[src/rtl/pe_pkg.sv]
// Shared definitions for the CGRA processing element: opcodes, operand/destination
// codes and the instruction word layout.
package pe_pkg;

  localparam int unsigned CTRL_W = 16;
  localparam int unsigned CODE_W = 4;
  localparam int unsigned NPORT  = 5;

  typedef enum logic [CODE_W-1:0] {
    OP_NOP    = 4'd0,
    OP_AND    = 4'd1,
    OP_XOR    = 4'd2,
    OP_OR     = 4'd3,
    OP_NOT    = 4'd4,
    OP_ADD    = 4'd5,
    OP_SUB    = 4'd6,
    OP_MUL    = 4'd7,
    OP_DIV    = 4'd8,
    OP_SHL    = 4'd9,
    OP_SHR    = 4'd10,
    OP_LT     = 4'd11,
    OP_PASS   = 4'd12,
    OP_RSV13  = 4'd13,
    OP_RSV14  = 4'd14,
    OP_RSV15  = 4'd15
  } op_e;

  // Operand source codes; register k is SRC_REG0 + k.
  localparam logic [CODE_W-1:0] SRC_E    = 4'd0;
  localparam logic [CODE_W-1:0] SRC_S    = 4'd1;
  localparam logic [CODE_W-1:0] SRC_W    = 4'd2;
  localparam logic [CODE_W-1:0] SRC_N    = 4'd3;
  localparam logic [CODE_W-1:0] SRC_REG0 = 4'd4;
  localparam logic [CODE_W-1:0] SRC_IMM  = 4'd15;

  // Destination codes; register k is DST_REG0 + k.
  localparam logic [CODE_W-1:0] DST_E    = 4'd0;
  localparam logic [CODE_W-1:0] DST_S    = 4'd1;
  localparam logic [CODE_W-1:0] DST_W    = 4'd2;
  localparam logic [CODE_W-1:0] DST_N    = 4'd3;
  localparam logic [CODE_W-1:0] DST_MEM  = 4'd4;
  localparam logic [CODE_W-1:0] DST_REG0 = 4'd5;

  typedef struct packed {
    logic [CODE_W-1:0] dst;
    logic [CODE_W-1:0] src1;
    logic [CODE_W-1:0] src2;
    op_e               op;
  } ctrl_t;

  function automatic logic [CODE_W-1:0] ctrl_dst(input logic [CTRL_W-1:0] c);
    ctrl_t t;
    t = ctrl_t'(c);
    return t.dst;
  endfunction

  function automatic logic [CODE_W-1:0] ctrl_src1(input logic [CTRL_W-1:0] c);
    ctrl_t t;
    t = ctrl_t'(c);
    return t.src1;
  endfunction

  function automatic logic [CODE_W-1:0] ctrl_src2(input logic [CTRL_W-1:0] c);
    ctrl_t t;
    t = ctrl_t'(c);
    return t.src2;
  endfunction

  function automatic op_e ctrl_op(input logic [CTRL_W-1:0] c);
    ctrl_t t;
    t = ctrl_t'(c);
    return t.op;
  endfunction

  // Reserved opcodes behave exactly like NOP.
  function automatic logic op_is_nop(input op_e op);
    return (op == OP_NOP) || (op > OP_PASS);
  endfunction

endpackage

[src/rtl/pe_alu.sv]
// Combinational ALU of the processing element; all arithmetic is unsigned modulo 2^DATA_W.
module pe_alu
  import pe_pkg::*;
#(
  parameter int unsigned DATA_W = 32
) (
  input  op_e               op,
  input  logic [DATA_W-1:0] op1,
  input  logic [DATA_W-1:0] op2,
  output logic [DATA_W-1:0] result,
  output logic              div0
);

  localparam int unsigned SH_W = $clog2(DATA_W);

  logic [SH_W-1:0] shamt;

  assign shamt = op2[SH_W-1:0];

  // Operation select; NOP and reserved codes produce zero.
  always_comb begin
    result = '0;
    div0   = 1'b0;
    case (op)
      OP_AND:  result = op1 & op2;
      OP_XOR:  result = op1 ^ op2;
      OP_OR:   result = op1 | op2;
      OP_NOT:  result = ~op1;
      OP_ADD:  result = op1 + op2;
      OP_SUB:  result = op1 - op2;
      OP_MUL:  result = DATA_W'(op1 * op2);
      OP_DIV: begin
        if (op2 == '0) begin
          result = '1;
          div0   = 1'b1;
        end else begin
          result = op1 / op2;
        end
      end
      OP_SHL:  result = op1 << shamt;
      OP_SHR:  result = op1 >> shamt;
      OP_LT:   result = {{(DATA_W-1){1'b0}}, (op1 < op2)};
      OP_PASS: result = op1;
      default: result = '0;
    endcase
  end

endmodule

[src/rtl/pe_pipe.sv]
// Two-stage CGRA processing element: operand capture (stage A) feeding a shared
// output register (stage B) with per-port valid/ready, plus a local register file.
module pe_pipe
  import pe_pkg::*;
#(
  parameter int unsigned DATA_W = 32,
  parameter int unsigned NREG   = 4
) (
  input  logic              clk,
  input  logic              reset,
  input  logic              en,
  input  logic [CTRL_W-1:0] ctrl,
  input  logic [DATA_W-1:0] imm,
  input  logic [DATA_W-1:0] E,
  input  logic [DATA_W-1:0] S,
  input  logic [DATA_W-1:0] W,
  input  logic [DATA_W-1:0] N,
  input  logic              in_valid,
  output logic              in_ready,
  output logic [DATA_W-1:0] out_data,
  output logic [NPORT-1:0]  out_valid,
  input  logic [NPORT-1:0]  out_ready,
  output logic              err_div0,
  input  logic              err_clr
);

  // Stage A token
  logic              a_valid;
  op_e               a_op;
  logic [CODE_W-1:0] a_dst;
  logic [DATA_W-1:0] a_op1;
  logic [DATA_W-1:0] a_op2;

  // Register file and its forwarded view
  logic [NREG-1:0][DATA_W-1:0] rf;
  logic [NREG-1:0][DATA_W-1:0] rf_fwd;
  logic [NREG-1:0]             wr_hit;

  logic [DATA_W-1:0] alu_res;
  logic              alu_div0;
  logic [DATA_W-1:0] op1_nxt;
  logic [DATA_W-1:0] op2_nxt;
  logic [NPORT-1:0]  a_port_sel;
  logic              a_nop;
  logic              a_to_port;
  logic              b_drain;
  logic              b_free;
  logic              a_adv;
  logic              accept;

  // Operand mux: neighbour links, forwarded registers, immediate, else zero.
  function automatic logic [DATA_W-1:0] sel_operand(
    input logic [CODE_W-1:0]           sel,
    input logic [DATA_W-1:0]           e_val,
    input logic [DATA_W-1:0]           s_val,
    input logic [DATA_W-1:0]           w_val,
    input logic [DATA_W-1:0]           n_val,
    input logic [DATA_W-1:0]           imm_val,
    input logic [NREG-1:0][DATA_W-1:0] regs
  );
    logic [DATA_W-1:0] v;
    v = '0;
    case (sel)
      SRC_E:   v = e_val;
      SRC_S:   v = s_val;
      SRC_W:   v = w_val;
      SRC_N:   v = n_val;
      SRC_IMM: v = imm_val;
      default: v = '0;
    endcase
    for (int unsigned k = 0; k < NREG; k++) begin
      if (sel == 4'(SRC_REG0 + k)) v = regs[k];
    end
    return v;
  endfunction

  pe_alu #(
    .DATA_W (DATA_W)
  ) u_alu (
    .op     (a_op),
    .op1    (a_op1),
    .op2    (a_op2),
    .result (alu_res),
    .div0   (alu_div0)
  );

  // Decode where the stage-A token retires: an output port or a register.
  always_comb begin
    a_port_sel = '0;
    case (a_dst)
      DST_E:   a_port_sel = 5'b00001;
      DST_S:   a_port_sel = 5'b00010;
      DST_W:   a_port_sel = 5'b00100;
      DST_N:   a_port_sel = 5'b01000;
      DST_MEM: a_port_sel = 5'b10000;
      default: a_port_sel = '0;
    endcase
    for (int unsigned k = 0; k < NREG; k++) begin
      wr_hit[k] = a_valid & ~a_nop & (a_dst == 4'(DST_REG0 + k));
    end
  end

  assign a_nop     = op_is_nop(a_op);
  assign a_to_port = a_valid & ~a_nop & (|a_port_sel);

  // Handshake: B frees when empty or draining; only port-bound tokens wait on B.
  assign b_drain  = en & (|(out_valid & out_ready));
  assign b_free   = ~(|out_valid) | b_drain;
  assign a_adv    = en & a_valid & (~a_to_port | b_free);
  assign in_ready = reset & en & (~a_valid | a_adv);
  assign accept   = in_valid & in_ready;

  // A token accepted on the edge a register is written must see the new value.
  always_comb begin
    for (int unsigned k = 0; k < NREG; k++) begin
      rf_fwd[k] = (a_adv && wr_hit[k]) ? alu_res : rf[k];
    end
    op1_nxt = sel_operand(ctrl_src1(ctrl), E, S, W, N, imm, rf_fwd);
    op2_nxt = sel_operand(ctrl_src2(ctrl), E, S, W, N, imm, rf_fwd);
  end

  // Stage A: capture operands on accept, empty when the token moves on.
  always_ff @(posedge clk or negedge reset) begin
    if (!reset) begin
      a_valid <= 1'b0;
      a_op    <= OP_NOP;
      a_dst   <= '0;
      a_op1   <= '0;
      a_op2   <= '0;
    end else if (accept) begin
      a_valid <= 1'b1;
      a_op    <= ctrl_op(ctrl);
      a_dst   <= ctrl_dst(ctrl);
      a_op1   <= op1_nxt;
      a_op2   <= op2_nxt;
    end else if (a_adv) begin
      a_valid <= 1'b0;
    end
  end

  // Stage B: output register, reloaded from A or cleared once drained.
  always_ff @(posedge clk or negedge reset) begin
    if (!reset) begin
      out_valid <= '0;
      out_data  <= '0;
    end else if (a_adv && a_to_port) begin
      out_valid <= a_port_sel;
      out_data  <= alu_res;
    end else if (b_drain) begin
      out_valid <= '0;
    end
  end

  // Register file write on retirement of a register-bound token.
  always_ff @(posedge clk or negedge reset) begin
    if (!reset) begin
      rf <= '0;
    end else begin
      for (int unsigned k = 0; k < NREG; k++) begin
        if (a_adv && wr_hit[k]) rf[k] <= alu_res;
      end
    end
  end

  // Sticky divide-by-zero flag; clear has priority over a same-cycle set.
  always_ff @(posedge clk or negedge reset) begin
    if (!reset) begin
      err_div0 <= 1'b0;
    end else if (en) begin
      if (err_clr) begin
        err_div0 <= 1'b0;
      end else if (a_adv && alu_div0) begin
        err_div0 <= 1'b1;
      end
    end
  end

endmodule

[config.mk]
export PLATFORM = sky130hd
export DESIGN_NAME = pe_pipe
export DESIGN_NICKNAME = d
export VERILOG_FILES = /design/src/rtl/pe_pkg.sv /design/src/rtl/pe_alu.sv /design/src/rtl/pe_pipe.sv
export SDC_FILE = /design/constraint.sdc
export NUM_CORES = 2
export LEC_CHECK = 0
export CORE_MARGIN = 2
export CORE_UTILIZATION = 40
export DETAILED_ROUTE_END_ITERATION = 6
export HOLD_SLACK_MARGIN = 0.02
export PLACE_DENSITY_LB_ADDON = 0.08
export SYNTH_ARGS = -nofsm -noshare
export SYNTH_HDL_FRONTEND = slang
export SYNTH_SLANG_ARGS = --single-unit
[constraint.sdc]
create_clock -name clk -period 83.9 [get_ports clk]
set_input_delay 25.17 -clock clk [delete_from_list [all_inputs] [get_ports clk]]
set_output_delay 25.17 -clock clk [all_outputs]
set_load 0.02 [all_outputs]
# [Word level (Yosys, flattened, before mapping)]
# Cells that the tools add are included.
[word_totals] output_inout_bits=39 input_bits=186 word_cells=124 reg_bits=239
[op_classes] n_addsub=2 magnitude_cmp=2 n_eq_ne=36 shift=2 n_mux=25 n_mul=1 bitwise=24 div_mod_pow=1 n_reduce_logical=19
[ops] op="2-to-1 mux 32 bit" n=13
[ops] op="case mux 32 bit (12 select lines)" n=1
[ops] op="case mux 32 bit (5 select lines)" n=2
[ops] op="== test 4 x 3 -> 1 bit (second input constant)" n=16
[ops] op="adder 32 bit" n=1
[ops] op="AND 32 bit" n=1
[ops] op="divider 32 x 32 -> 32 bit" n=1
[ops] op="== test 4 x 2 -> 1 bit (second input constant)" n=8
[ops] op="== test 4 bit (second input constant)" n=8
[ops] op="zero test 32 bit" n=1
[ops] op="< comparator 32 bit" n=1
[ops] op="multiplier 32 x 32 -> 32 bit" n=1
[ops] op="NOT 32 bit" n=1
[ops] op="OR 32 bit" n=1
[ops] op="<< shifter 32 x 5 -> 32 bit" n=1
[ops] op="right shift 32 x 5 -> 32 bit" n=1
[ops] op="subtractor 32 bit" n=1
[ops] op="bitwise XOR 32 bit" n=1
[ops] op="case mux 5 bit (5 select lines)" n=1
[ops] op="== test 4 x 1 -> 1 bit (second input constant)" n=4
[ops] op="zero test 4 bit" n=4
[ops] op="OR reduction 5 bit" n=3
[ops] op="AND 1 bit" n=12
[ops] op="2-to-1 mux 5 bit" n=2
[ops] op="9 further kinds" n=26

# [Depth between registers and ports, before layout]
[logic_depth] word_depth=14 depth_mapped=340

# [Modules after synthesis]
# Synthesis repeated with hierarchy kept, for this count alone.
[hier_totals] cells_unflattened=8887 area_unflattened_um2=66196.0
[by_module_without_submodules] module="pe_alu" area_per_inst_um2=52047.4 seq_area_each_um2=0.0 n_inst=1 cells_each=7310
[by_module_without_submodules] module="pe_pipe" area_per_inst_um2=14148.6 seq_area_each_um2=5980.7 n_inst=1 cells_each=1577

# [Worst setup path before layout]
# No wires, ideal clock.
[synth_timing] path_type="register to register" from="register a_op2[0]" to="register a_op2[0]" arrival_time_ns=67.826 t_required_ns=83.764 path_stages_with_launch=305 setup_time_ns=0.136 path_slack_ns=15.938 path_cell_list="dfrtp_1 -> inv_1 -> buf_1 -> ha_1 -> o2111ai_1 -> nor4_1 -> mux2i_1 -> ha_1 -> o21a_1 -> o21ai_0 -> nor2_1 -> o21ai_0 -> inv_1 -> ha_1 -> o21a_1 -> o31ai_1 -> nand2b_1 -> mux2_2 -> (+269 left out) -> a211oi_1 -> or2_0 -> buf_1 -> mux2_2 -> a41oi_1 -> ha_1 -> a21o_1 -> a21o_1 -> a21o_1 -> a21oi_1 -> nor2b_1 -> o21ai_0 -> a21oi_1 -> nor2_1 -> o41ai_1 -> a211oi_1 -> o2bb2a_1 -> a211oi_1"
[synth_via] elab_chain_cells=8 elab_cells_between_ends=21 cone_classes="2 x add/sub; 1 x mul; 1 x div; 1 x order compare; 2 x shift; 10 x mux; 3 x bitwise; 1 x reduce/logical"
[synth_rtl] element="from (decl)" line_no="pe_pipe.sv:32" source="logic [DATA_W-1:0] a_op2;"
[synth_rtl] element="from (signal assigned)" line_no="pe_pipe.sv:135" source="a_op2 <= op2_nxt;"
[synth_rtl] element="divider 32 x 32 -> 32 bit / zero test 32 bit (equally long branches)" line_no="pe_alu.sv:37, pe_alu.sv:33"
[synth_rtl] element="2-to-1 mux 32 bit" line_no="pe_alu.sv:33" source="if (op2 == '0) begin"
[synth_rtl] element="case mux 32 bit (12 select lines) (*)" line_no="pe_alu.sv:24" source="case (op)"
[synth_rtl] element="2-to-1 mux 32 bit"
[synth_rtl] element="2-to-1 mux 32 bit (3 in series)" line_no="pe_pipe.sv:72" source="if (sel == 4'(SRC_REG0 + k)) v = regs[k];"
[synth_rtl] element="2-to-1 mux 32 bit (*)" line_no="pe_pipe.sv:72"
# Every way passes the cells marked *; elsewhere a longest branch is shown, timed or not.
# A chain may end at the register's enable or synchronous reset.

# [Worst setup path after layout]
[layout_timing] from="register a_op2[13]" to="register a_op2[0]"
# The elaborated chain is that of the path after synthesis.

==> metrics.log <==
[metrics] status: complete, but fails checks
[metrics] violated checks: design-rule violations
[metrics] Initial DRT Pass Iterations: 7
[metrics] core outline area: 165,000 um2
[metrics] Routed WL: 350 mm
[metrics] fillers: 17,100
[metrics] worst slew pin tran: 1290 ps
[metrics] sum of negative setup slack: 0 ps
[metrics] starting utilization of the core area: 40.3%
[metrics] Largest stage delay, worst path: 840 ps
[metrics] area leader, netlist: ha_1
[metrics] kind of end point of the critical path: flop
[metrics] multi-input logic area: 56,300 um2
[metrics] count of placed standard cells including taps: 11,200
[metrics] data required time of the worst path: 84,370 ps
[metrics] global-route total usage across every layer: 40.0%
[metrics] share of flip-flops with an asynchronous set or reset after synthesis: 100%
[metrics] tightest hold margin: 480 ps
[metrics] cell types with the highest counts after synthesis: 1,089 x nand2_1, 961 x nor2_1, 751 x ha_1
[metrics] number of nets in the synthesized netlist: 10,400
[metrics] number of warnings printed during yosys synthesis: 0
[metrics] total via count in the routed design: 73,500
[metrics] average vias per placed instance: 6.51
[metrics] endpoint arrival time on the critical path: 79,450 ps
[metrics] Ports: 225
[metrics] global-route congestion overflow total: 0
[metrics] CTS tree: done
[metrics] maximum buffer depth of the clock tree: 3
[metrics] count of mapped cells out of synthesis: 9,068
[metrics] sequential-to-total area share from yosys stat: 8.99%
[metrics] fraction of post-synthesis cell area in the top cell type by area: 14.1%
[metrics] first-pass GRT wire length: 500 mm
[metrics] number of distinct library cell variants in the gate-level netlist after synthesis: 99
[metrics] Final Hold Fails: 0
[metrics] RSZ-0062 raised after global routing: false
[metrics] final number of max-transition violations: 0
[metrics] relative area change from synthesis to final layout: 9.67%
[metrics] HPWL Detailed: 267 mm
[metrics] placer congestion estimate: 1.03
[metrics] Crit-path slowest cell: o31ai_2
[metrics] worst clock skew: 20.1 ps
[metrics] full die area: 170,000 um2
[metrics] Placed Instance Area: 71,800 um2
[metrics] initial drt markers: 9,076
[metrics] Core Rows: 149
[metrics] hold bufs inserted after CTS: 0
[metrics] worst setup path category: reg -> reg
[metrics] insertion delay to the later sink of the worst-skew pair: 570 ps
[metrics] Finished Layout Cells: 11,300
[metrics] clock-pin slew of the registers on the worst-case setup and hold paths: 70 ps
[metrics] count of endpoints failing setup in the final report: 0
[metrics] synthesized area: 66,600 um2
[metrics] clock net sink count: 239
[metrics] ratio of final minimum period to clock period: 94.1%
[metrics] min Tclk post-route: 78,980 ps
[metrics] number of max-cap violations: 0
[metrics] Routed Antenna Nets: 0
[metrics] FF+latch count, synth: 239
[metrics] drc violations: 6
[metrics] count leader, synth: nand2_1
[metrics] main flop type after synthesis: dfrtp_1
[metrics] critical path peak fanout: 38
[metrics] Post-synth EDFFs: 0
[metrics] PortBufs: 224
[metrics] crit path launch type: flop
[metrics] area of all sequential standard cells: 6000 um2
[metrics] number of H-tree branching levels: 1
[metrics] number of global-route vias before repair: 70,600
[metrics] ratio of cells with drive above 1 in the final layout: 7.07%
[metrics] cell types with the largest area share after synthesis: ha_1 14%, fa_1 12%, dfrtp_1 9.0%, nand2_1 6.1%, a21oi_1 5.6%
[metrics] number of nets at the end of the flow: 10,400
[metrics] Hold WC Path Type: reg -> reg
[metrics] clock tree root driver cell: clkbuf_16
[metrics] Worst path top cell family by delay: compound AO/OA/AOI/OAI gates
[metrics] worst rel slew slack: 13.1%
[metrics] Wirelength per Cell: 31.0 um
[metrics] width of the die: 412 um
[metrics] cell with the most instances on the worst path: ha_1
[metrics] vertical die dimension: 412 um
[metrics] syn avg cell area: 7.34 um2
[metrics] sum of buffers and inverters on the critical path: 20
[metrics] post-route design area: 73,000 um2
[metrics] Inserted Clock Buffers: 27
[metrics] number of antenna violations at the first check in global routing: 27
[metrics] timing-limited maximum frequency: 12.7 MHz
[metrics] largest net degree at the start of global routing: 149
==> tightest hold or removal path, stage by stage, from the launching register on <==
cell,delay (ps)
dfrtp_1,340
nand2_1,40
o21ai_0,60
==> area by class of cell <==
class	count	share of cell area, %
repair buffers	469	5.67
clock inverters	6	0.125
diodes	18	0.0617
well taps	2189	3.75
flip-flops and latches	239	8.22
clock buffers	42	1.15
multi-input cells	7577	77.2
inverters	746	3.84
==> cells by family (layout without fill, tap and decap cells) <==
family,after synthesis,count (layout),synth area share [%]
AOI/OAI and AO/OA,2823,2824,27.8
xor gates and xnor gates,427,427,5.62
adders and majority gates,1161,1161,26.5
buffers and inverters,1253,1263,7.10
DFF,239,239,8.99
muxes,209,209,4.33
other,0,18,0
and+or+nand+nor,2956,2956,19.7
==> registers in the layout (all words and copies together), names as in the netlist <==
register	flops
rf	128
a_op	4
a_valid	1
out_data	32
a_op1	32
a_dst	4
out_valid	5
a_op2	32
err_div0	1
==> stage by stage <==
step / setup WS [ps] / utilization (%)
6_report: 4920 / 44.2
5_1_grt: 147 / 44.2
2_1_floorplan: 15940 / -
4_1_cts: 381 / 44.0
3_5_place_dp: 710 / 43.5
3_3_place_gp: 2200 / 43.4
==> worst paths after layout <==
kind	start	endpoint	slack [ps]	cells after the start
setup / recovery	a_op2[13]	a_op2[0]	4920	276
max in group asynchronous	reset	a_op2[0]	57830	2
min in group asynchronous	reset	out_data[22]	24600	1
hold reg to reg	out_data[17]	out_data[17]	480	2
hold / removal	out_data[17]	out_data[17]	480	2
setup reg to reg	a_op2[13]	a_op2[0]	4920	276
==> per-layer routing <==
| metal | GRT usage (%) | vias to the layer above | share of wire [%] |
|---|---|---|---|
| met5 | 0 | - | 0.025 |
| met4 | 23.4 | 14 | 7.2 |
| met3 | 7.51 | 918 | 10 |
| met2 | 61.1 | 4367 | 43 |
| met1 | 52.5 | 35900 | 40 |
| li1 | - | 32400 | - |
==> cells in the final DEF, fill, tap and decap left out, types with 161 or more instances in the layout <==
master	count
xor2_1	169
nand2_1	1084
dfrtp_1	227
nand3_1	176
a21o_1	198
clkdlybuf4s50_1	223
ha_1	751
nor3_1	193
xnor2_1	258
fa_1	410
a22oi_1	161
nor2_1	946
buf_4	240
a21oi_1	737
o21ai_0	564
inv_1	726
==> repair_timing <==
item,4_1_cts,5_1_grt
buffers inserted,0,3
resized for setup,0,48
setup endpoints to repair,0,21
Power is left out: the tool's default activity adds up to more than one toggle a clock period on the data nets, which glitch-free logic cannot reach.
